### config.mk
export PLATFORM = sky130hd
export DESIGN_NAME = sram_like_responder
export DESIGN_NICKNAME = d
export VERILOG_FILES = /design/src/rtl/sram_like_responder.sv
export SDC_FILE = /design/constraint.sdc
export NUM_CORES = 1
export LEC_CHECK = 0
export ABC_AREA = 1
export BUFFER_PORTS_ARGS = -buffer_cell sky130_fd_sc_hd__buf_2
export CAP_MARGIN = 40
export CORE_MARGIN = 10
export CORE_UTILIZATION = 48
export DETAILED_ROUTE_END_ITERATION = 8
export PLACE_DENSITY = 0.83
export SETUP_SLACK_MARGIN = 0.4
export SLEW_MARGIN = 20
export SYNTH_ARGS = -nofsm -noshare
export SYNTH_HDL_FRONTEND = slang
export SYNTH_SLANG_ARGS = --single-unit
### constraint.sdc
create_clock -name clk -period 2.9 [get_ports clk]
set_input_delay 0.145 -clock clk [delete_from_list [all_inputs] [get_ports clk]]
set_output_delay 0.145 -clock clk [all_outputs]
set_load 0.005 [all_outputs]
### src/rtl/sram_like_responder.sv
// Serves the core's fetch and data sram-like ports from one single-ported synchronous RAM.
// Accesses are serialised (data first) with LAT wait states; results are held until longest_stall falls.
module sram_like_responder #(
  parameter int AW  = 16,
  parameter int LAT = 2
) (
  input  logic          clk,
  input  logic          resetn,
  input  logic          inst_en,
  input  logic [31:0]   inst_addr,
  output logic [31:0]   inst_rdata,
  output logic          i_stall,
  input  logic          data_en,
  input  logic [3:0]    data_wen,
  input  logic [31:0]   data_addr,
  input  logic [31:0]   data_wdata,
  output logic [31:0]   data_rdata,
  output logic          d_stall,
  input  logic          longest_stall,
  output logic          ram_en,
  output logic [3:0]    ram_wen,
  output logic [AW-1:0] ram_addr,
  output logic [31:0]   ram_wdata,
  input  logic [31:0]   ram_rdata
);

  typedef enum logic [1:0] {
    IDLE = 2'd0,
    WAIT = 2'd1,
    ACC  = 2'd2,
    RESP = 2'd3
  } state_e;

  localparam logic [3:0] LAT_LOAD = (LAT > 0) ? 4'(LAT - 1) : 4'd0;

  state_e        state_q, state_d;
  logic [3:0]    cnt_q, cnt_d;
  logic          sel_q, sel_d;        // 1: data port owns the access
  logic [AW-1:0] addr_q, addr_d;
  logic [3:0]    wen_q, wen_d;
  logic [31:0]   wdata_q, wdata_d;
  logic          i_done_q, i_done_d;
  logic          d_done_q, d_done_d;
  logic [31:0]   inst_rdata_q, inst_rdata_d;
  logic [31:0]   data_rdata_q, data_rdata_d;
  logic          ram_en_q, ram_en_d;
  logic [3:0]    ram_wen_q, ram_wen_d;
  logic          i_pend, d_pend;
  logic          set_i_done, set_d_done;
  logic          unused_addr_bits;

  assign d_pend = data_en & ~d_done_q;
  assign i_pend = inst_en & ~i_done_q;
  assign unused_addr_bits = ^{inst_addr[31:AW+2], inst_addr[1:0], data_addr[31:AW+2], data_addr[1:0]};

  always_ff @(posedge clk or negedge resetn) begin
    if (!resetn) begin
      state_q <= IDLE;
    end else begin
      state_q <= state_d;
    end
  end

  always_comb begin
    state_d = state_q;
    case (state_q)
      IDLE: begin
        if (d_pend || i_pend) begin
          state_d = (LAT > 0) ? WAIT : ACC;
        end else begin
          state_d = IDLE;
        end
      end
      WAIT: begin
        if (cnt_q == 4'd0) begin
          state_d = ACC;
        end else begin
          state_d = WAIT;
        end
      end
      ACC:     state_d = RESP;
      RESP:    state_d = IDLE;
      default: state_d = IDLE;
    endcase
  end

  // Request latching, wait counter, response capture and done flags.
  always_comb begin
    cnt_d        = cnt_q;
    sel_d        = sel_q;
    addr_d       = addr_q;
    wen_d        = wen_q;
    wdata_d      = wdata_q;
    inst_rdata_d = inst_rdata_q;
    data_rdata_d = data_rdata_q;
    set_i_done   = 1'b0;
    set_d_done   = 1'b0;
    case (state_q)
      IDLE: begin
        if (d_pend) begin
          sel_d   = 1'b1;
          addr_d  = data_addr[AW+1:2];
          wen_d   = data_wen;
          wdata_d = data_wdata;
          cnt_d   = LAT_LOAD;
        end else if (i_pend) begin
          sel_d   = 1'b0;
          addr_d  = inst_addr[AW+1:2];
          wen_d   = 4'd0;
          cnt_d   = LAT_LOAD;
        end else begin
          cnt_d   = cnt_q;
        end
      end
      WAIT: begin
        if (cnt_q != 4'd0) begin
          cnt_d = cnt_q - 4'd1;
        end else begin
          cnt_d = cnt_q;
        end
      end
      ACC: begin
        cnt_d = cnt_q;
      end
      RESP: begin
        if (sel_q) begin
          data_rdata_d = ram_rdata;
          set_d_done   = 1'b1;
        end else begin
          inst_rdata_d = ram_rdata;
          set_i_done   = 1'b1;
        end
      end
      default: begin
        cnt_d = 4'd0;
      end
    endcase
    // A low longest_stall wins over a completion in the same cycle.
    if (longest_stall) begin
      i_done_d = i_done_q | set_i_done;
      d_done_d = d_done_q | set_d_done;
    end else begin
      i_done_d = 1'b0;
      d_done_d = 1'b0;
    end
  end

  always_comb begin
    ram_en_d = (state_d == ACC);
    if (state_d == ACC) begin
      ram_wen_d = wen_d;
    end else begin
      ram_wen_d = 4'd0;
    end
  end

  always_ff @(posedge clk or negedge resetn) begin
    if (!resetn) begin
      cnt_q        <= 4'd0;
      sel_q        <= 1'b0;
      addr_q       <= '0;
      wen_q        <= 4'd0;
      wdata_q      <= 32'd0;
      i_done_q     <= 1'b0;
      d_done_q     <= 1'b0;
      inst_rdata_q <= 32'd0;
      data_rdata_q <= 32'd0;
      ram_en_q     <= 1'b0;
      ram_wen_q    <= 4'd0;
    end else begin
      cnt_q        <= cnt_d;
      sel_q        <= sel_d;
      addr_q       <= addr_d;
      wen_q        <= wen_d;
      wdata_q      <= wdata_d;
      i_done_q     <= i_done_d;
      d_done_q     <= d_done_d;
      inst_rdata_q <= inst_rdata_d;
      data_rdata_q <= data_rdata_d;
      ram_en_q     <= ram_en_d;
      ram_wen_q    <= ram_wen_d;
    end
  end

  assign i_stall    = i_pend;
  assign d_stall    = d_pend;
  assign inst_rdata = inst_rdata_q;
  assign data_rdata = data_rdata_q;
  assign ram_en     = ram_en_q;
  assign ram_wen    = ram_wen_q;
  assign ram_addr   = addr_q;
  assign ram_wdata  = wdata_q;

endmodule

==> impl_metrics.env <==
export IMPL_run_status="finished, final reports clean"
export IMPL_crit_start="d_done_q"
export IMPL_seq_area_um2=3250
export IMPL_rsz0062_at_grt="no"
export IMPL_place_ws_ns=1.22
export IMPL_drive_above_1_share_pct=29.4
export IMPL_fin_ws_ns=0.722
export IMPL_grt_pass1_vias=5264
export IMPL_crit_arrival_ns=2.57
export IMPL_first_pass_iters=5
export IMPL_synth_top_area_share_pct=63.6
export IMPL_grt_ovfl_total=0
export IMPL_cp_end_kind="register"
export IMPL_clockBufferDepth=2
export IMPL_grt_total_usage_pct=22.4
export IMPL_ant_nets=0
export IMPL_timing_setup_tns_ns=0
export IMPL_n_fill_cell=654
export IMPL_drv_slew=0
export IMPL_fmax_ghz=0.459
export IMPL_grt_max_degree=66
export IMPL_start_util_pct=49.3
export IMPL_antenna_found_initial=0
export IMPL_drc=0
export IMPL_routed_via_count=5143
export IMPL_cp_max_fo=19
export IMPL_layout_cells_non_filler=1050
export IMPL_placementRows=37
export IMPL_leakage_nw=4.50
export IMPL_cts_sinks=130
export IMPL_critPathKind="register to register"
export IMPL_skew_ns=0.00918
export IMPL_hold_path_class="input pin to asynchronous set/reset pin"
export IMPL_crit_path_start_kind="register"
export IMPL_htreeDepth=4
export IMPL_yosys_top_cells_area="dfrtp_1, nand2_1, o21ai_0, inv_1, buf_2"
export IMPL_synth_seq_cells=130
export IMPL_syn_avg_cell_area_um2=8.86
export IMPL_cts_buffers=17
export IMPL_cp_required_ns=3.29
export IMPL_ys_types=21
export IMPL_fin_crit_sh_pct=75.1
export IMPL_hold_viol=0
export IMPL_yosysSeqAreaShare_pct=63.6
export IMPL_maxCapViolCount=0
export IMPL_period_needed_ns=2.18
export IMPL_syn_area_um2=5110
export IMPL_numPortBuffers=223
export IMPL_tightestPinTransition_ns=0.748
export IMPL_drt_iter0_drc=540
export IMPL_cts_tree="yes"
export IMPL_reg2reg_from="d_done_q"
export IMPL_grt_pass1_wl_um=26900
export IMPL_nets=1040
export IMPL_multiInputGateArea_um2=1550
export IMPL_clock_latency_ns=0.50
export IMPL_post_drt_wl_per_cell_um=16.4
export IMPL_post_place_cells=916
export IMPL_yosysWarnings=0
export IMPL_syn_inst=577
export IMPL_cts_resized=0
export IMPL_layout_common_cells="nand2_1, buf_2, dfrtp_1, dlygate4sd3_1, o21ai_0"
export IMPL_routabilityCongestion=0.805
export IMPL_routed_wl_um=17300
export IMPL_fin_hold_ws_ns=0.299
export IMPL_ios=256
export IMPL_clk_pin_slew_worst_paths_ns=0.06
export IMPL_synth_net_count=716
export IMPL_root_buffer="clkbuf_8"
export IMPL_core_area_um2=10400
export IMPL_vias_per_cell=4.90
export IMPL_die_y_um=123
export IMPL_power_density_nw_per_um2=994
export IMPL_synth_top_area_cell="dfrtp_1"
export IMPL_n_antenna_cell=0
export IMPL_setup_viol=0
export IMPL_synthToLayoutAreaGrowth_pct=55.3
export IMPL_die_area_um2=15200
export IMPL_peakVddDrop_uv=512
export IMPL_final_common_cell="nand2_1"
export IMPL_slew_headroom_pct=50.1
export IMPL_hpwl_um=10400
export IMPL_die_width_um=123
area by class of cell:
class | instances | share of cell area [%]
clock inverter | 12 | 1.67
inverter | 52 | 2.46
sequential | 130 | 41.0
clock buffer | 20 | 5.61
timing repair buffer | 330 | 27.6
tap | 136 | 2.14
multi-input combinational | 370 | 19.5
report_power, final:
part	switching (W)	internal, W	total [W]
logic	0.00155	0.00115	0.00270
registers	0.000468	0.00267	0.00314
clock network	0.000781	0.00127	0.00205
total	0.00280	0.00509	0.00789
Yosys cell counts (all sizes together):
cell,count
buf,21
o211ai,1
a21oi,5
nand4,1
nand2,280
dfrtp,130
o21ai,70
nand3,7
clkinv,1
ha,2
clkbuf,4
xor2,1
nor2,3
inv,51
logic make-up after synthesis:
family,Yosys count,share of synthesized area [%]
AND/OR/NAND/NOR,291,22.0
flip-flops,130,63.6
buffers and inverters,77,6.22
AO/OA/AOI/OAI,76,7.49
adder cells (fa/ha/maj),2,0.490
XOR/XNOR,1,0.171
worst max-delay path, stage by stage, from the launching register on:
cell           delay, ns
dfrtp_1             0.34
inv_2               0.05
nand2_4             0.20
clkinv_1            0.48
nand2_1             0.22
nand2_1             0.08
dlygate4sd3_1       0.57
nand2_1             0.08
nand2_1             0.05
metal layers:
metal	vias up	track usage, %	part of all wire [%]
met3	38	8.84	11
met1	2399	26.4	38
met4	0	8.95	2.4
met2	287	36.2	48
li1	2419	-	-
met5	-	0	0
timing repair:
| item | CTS | global route |
|---|---|---|
| setup buffers | 0 | 0 |
| hold buffers | 102 | 0 |
| hold endpoints to repair | 176 | 0 |
state kept, by name, summed over array words and instances, names as in the netlist, 2 cells and up:
name	cells
wen_q	4
data_rdata	32
ram_wdata	32
state_q	2
ram_wen	4
cnt_q	4
inst_rdata	32
ram_addr	16
worst paths after layout:
check                                 end  slack [ns]  depth (start not counted)
max reg2reg                   ram_addr[3]        0.72                          8
min in group clk             ram_addr[10]        0.37                          6
min reg2reg                      wen_q[2]        0.46                          2
min                        inst_rdata[26]        0.30                          2
max                           ram_addr[3]        0.72                          8
max in group asynchronous  data_rdata[15]        1.85                          3
metrics by stage:
step	util, %	instance area (um^2)	power (W)
floorplan	-	5110	0.00434
global placement	61.1	6340	0.00550
detailed placement	61.1	6340	0.00565
CTS	76.5	7940	0.00785
global route	76.5	7940	0.00846
finish	76.5	7940	0.00789
No activity file was read; power rests on OpenSTA's default activity.
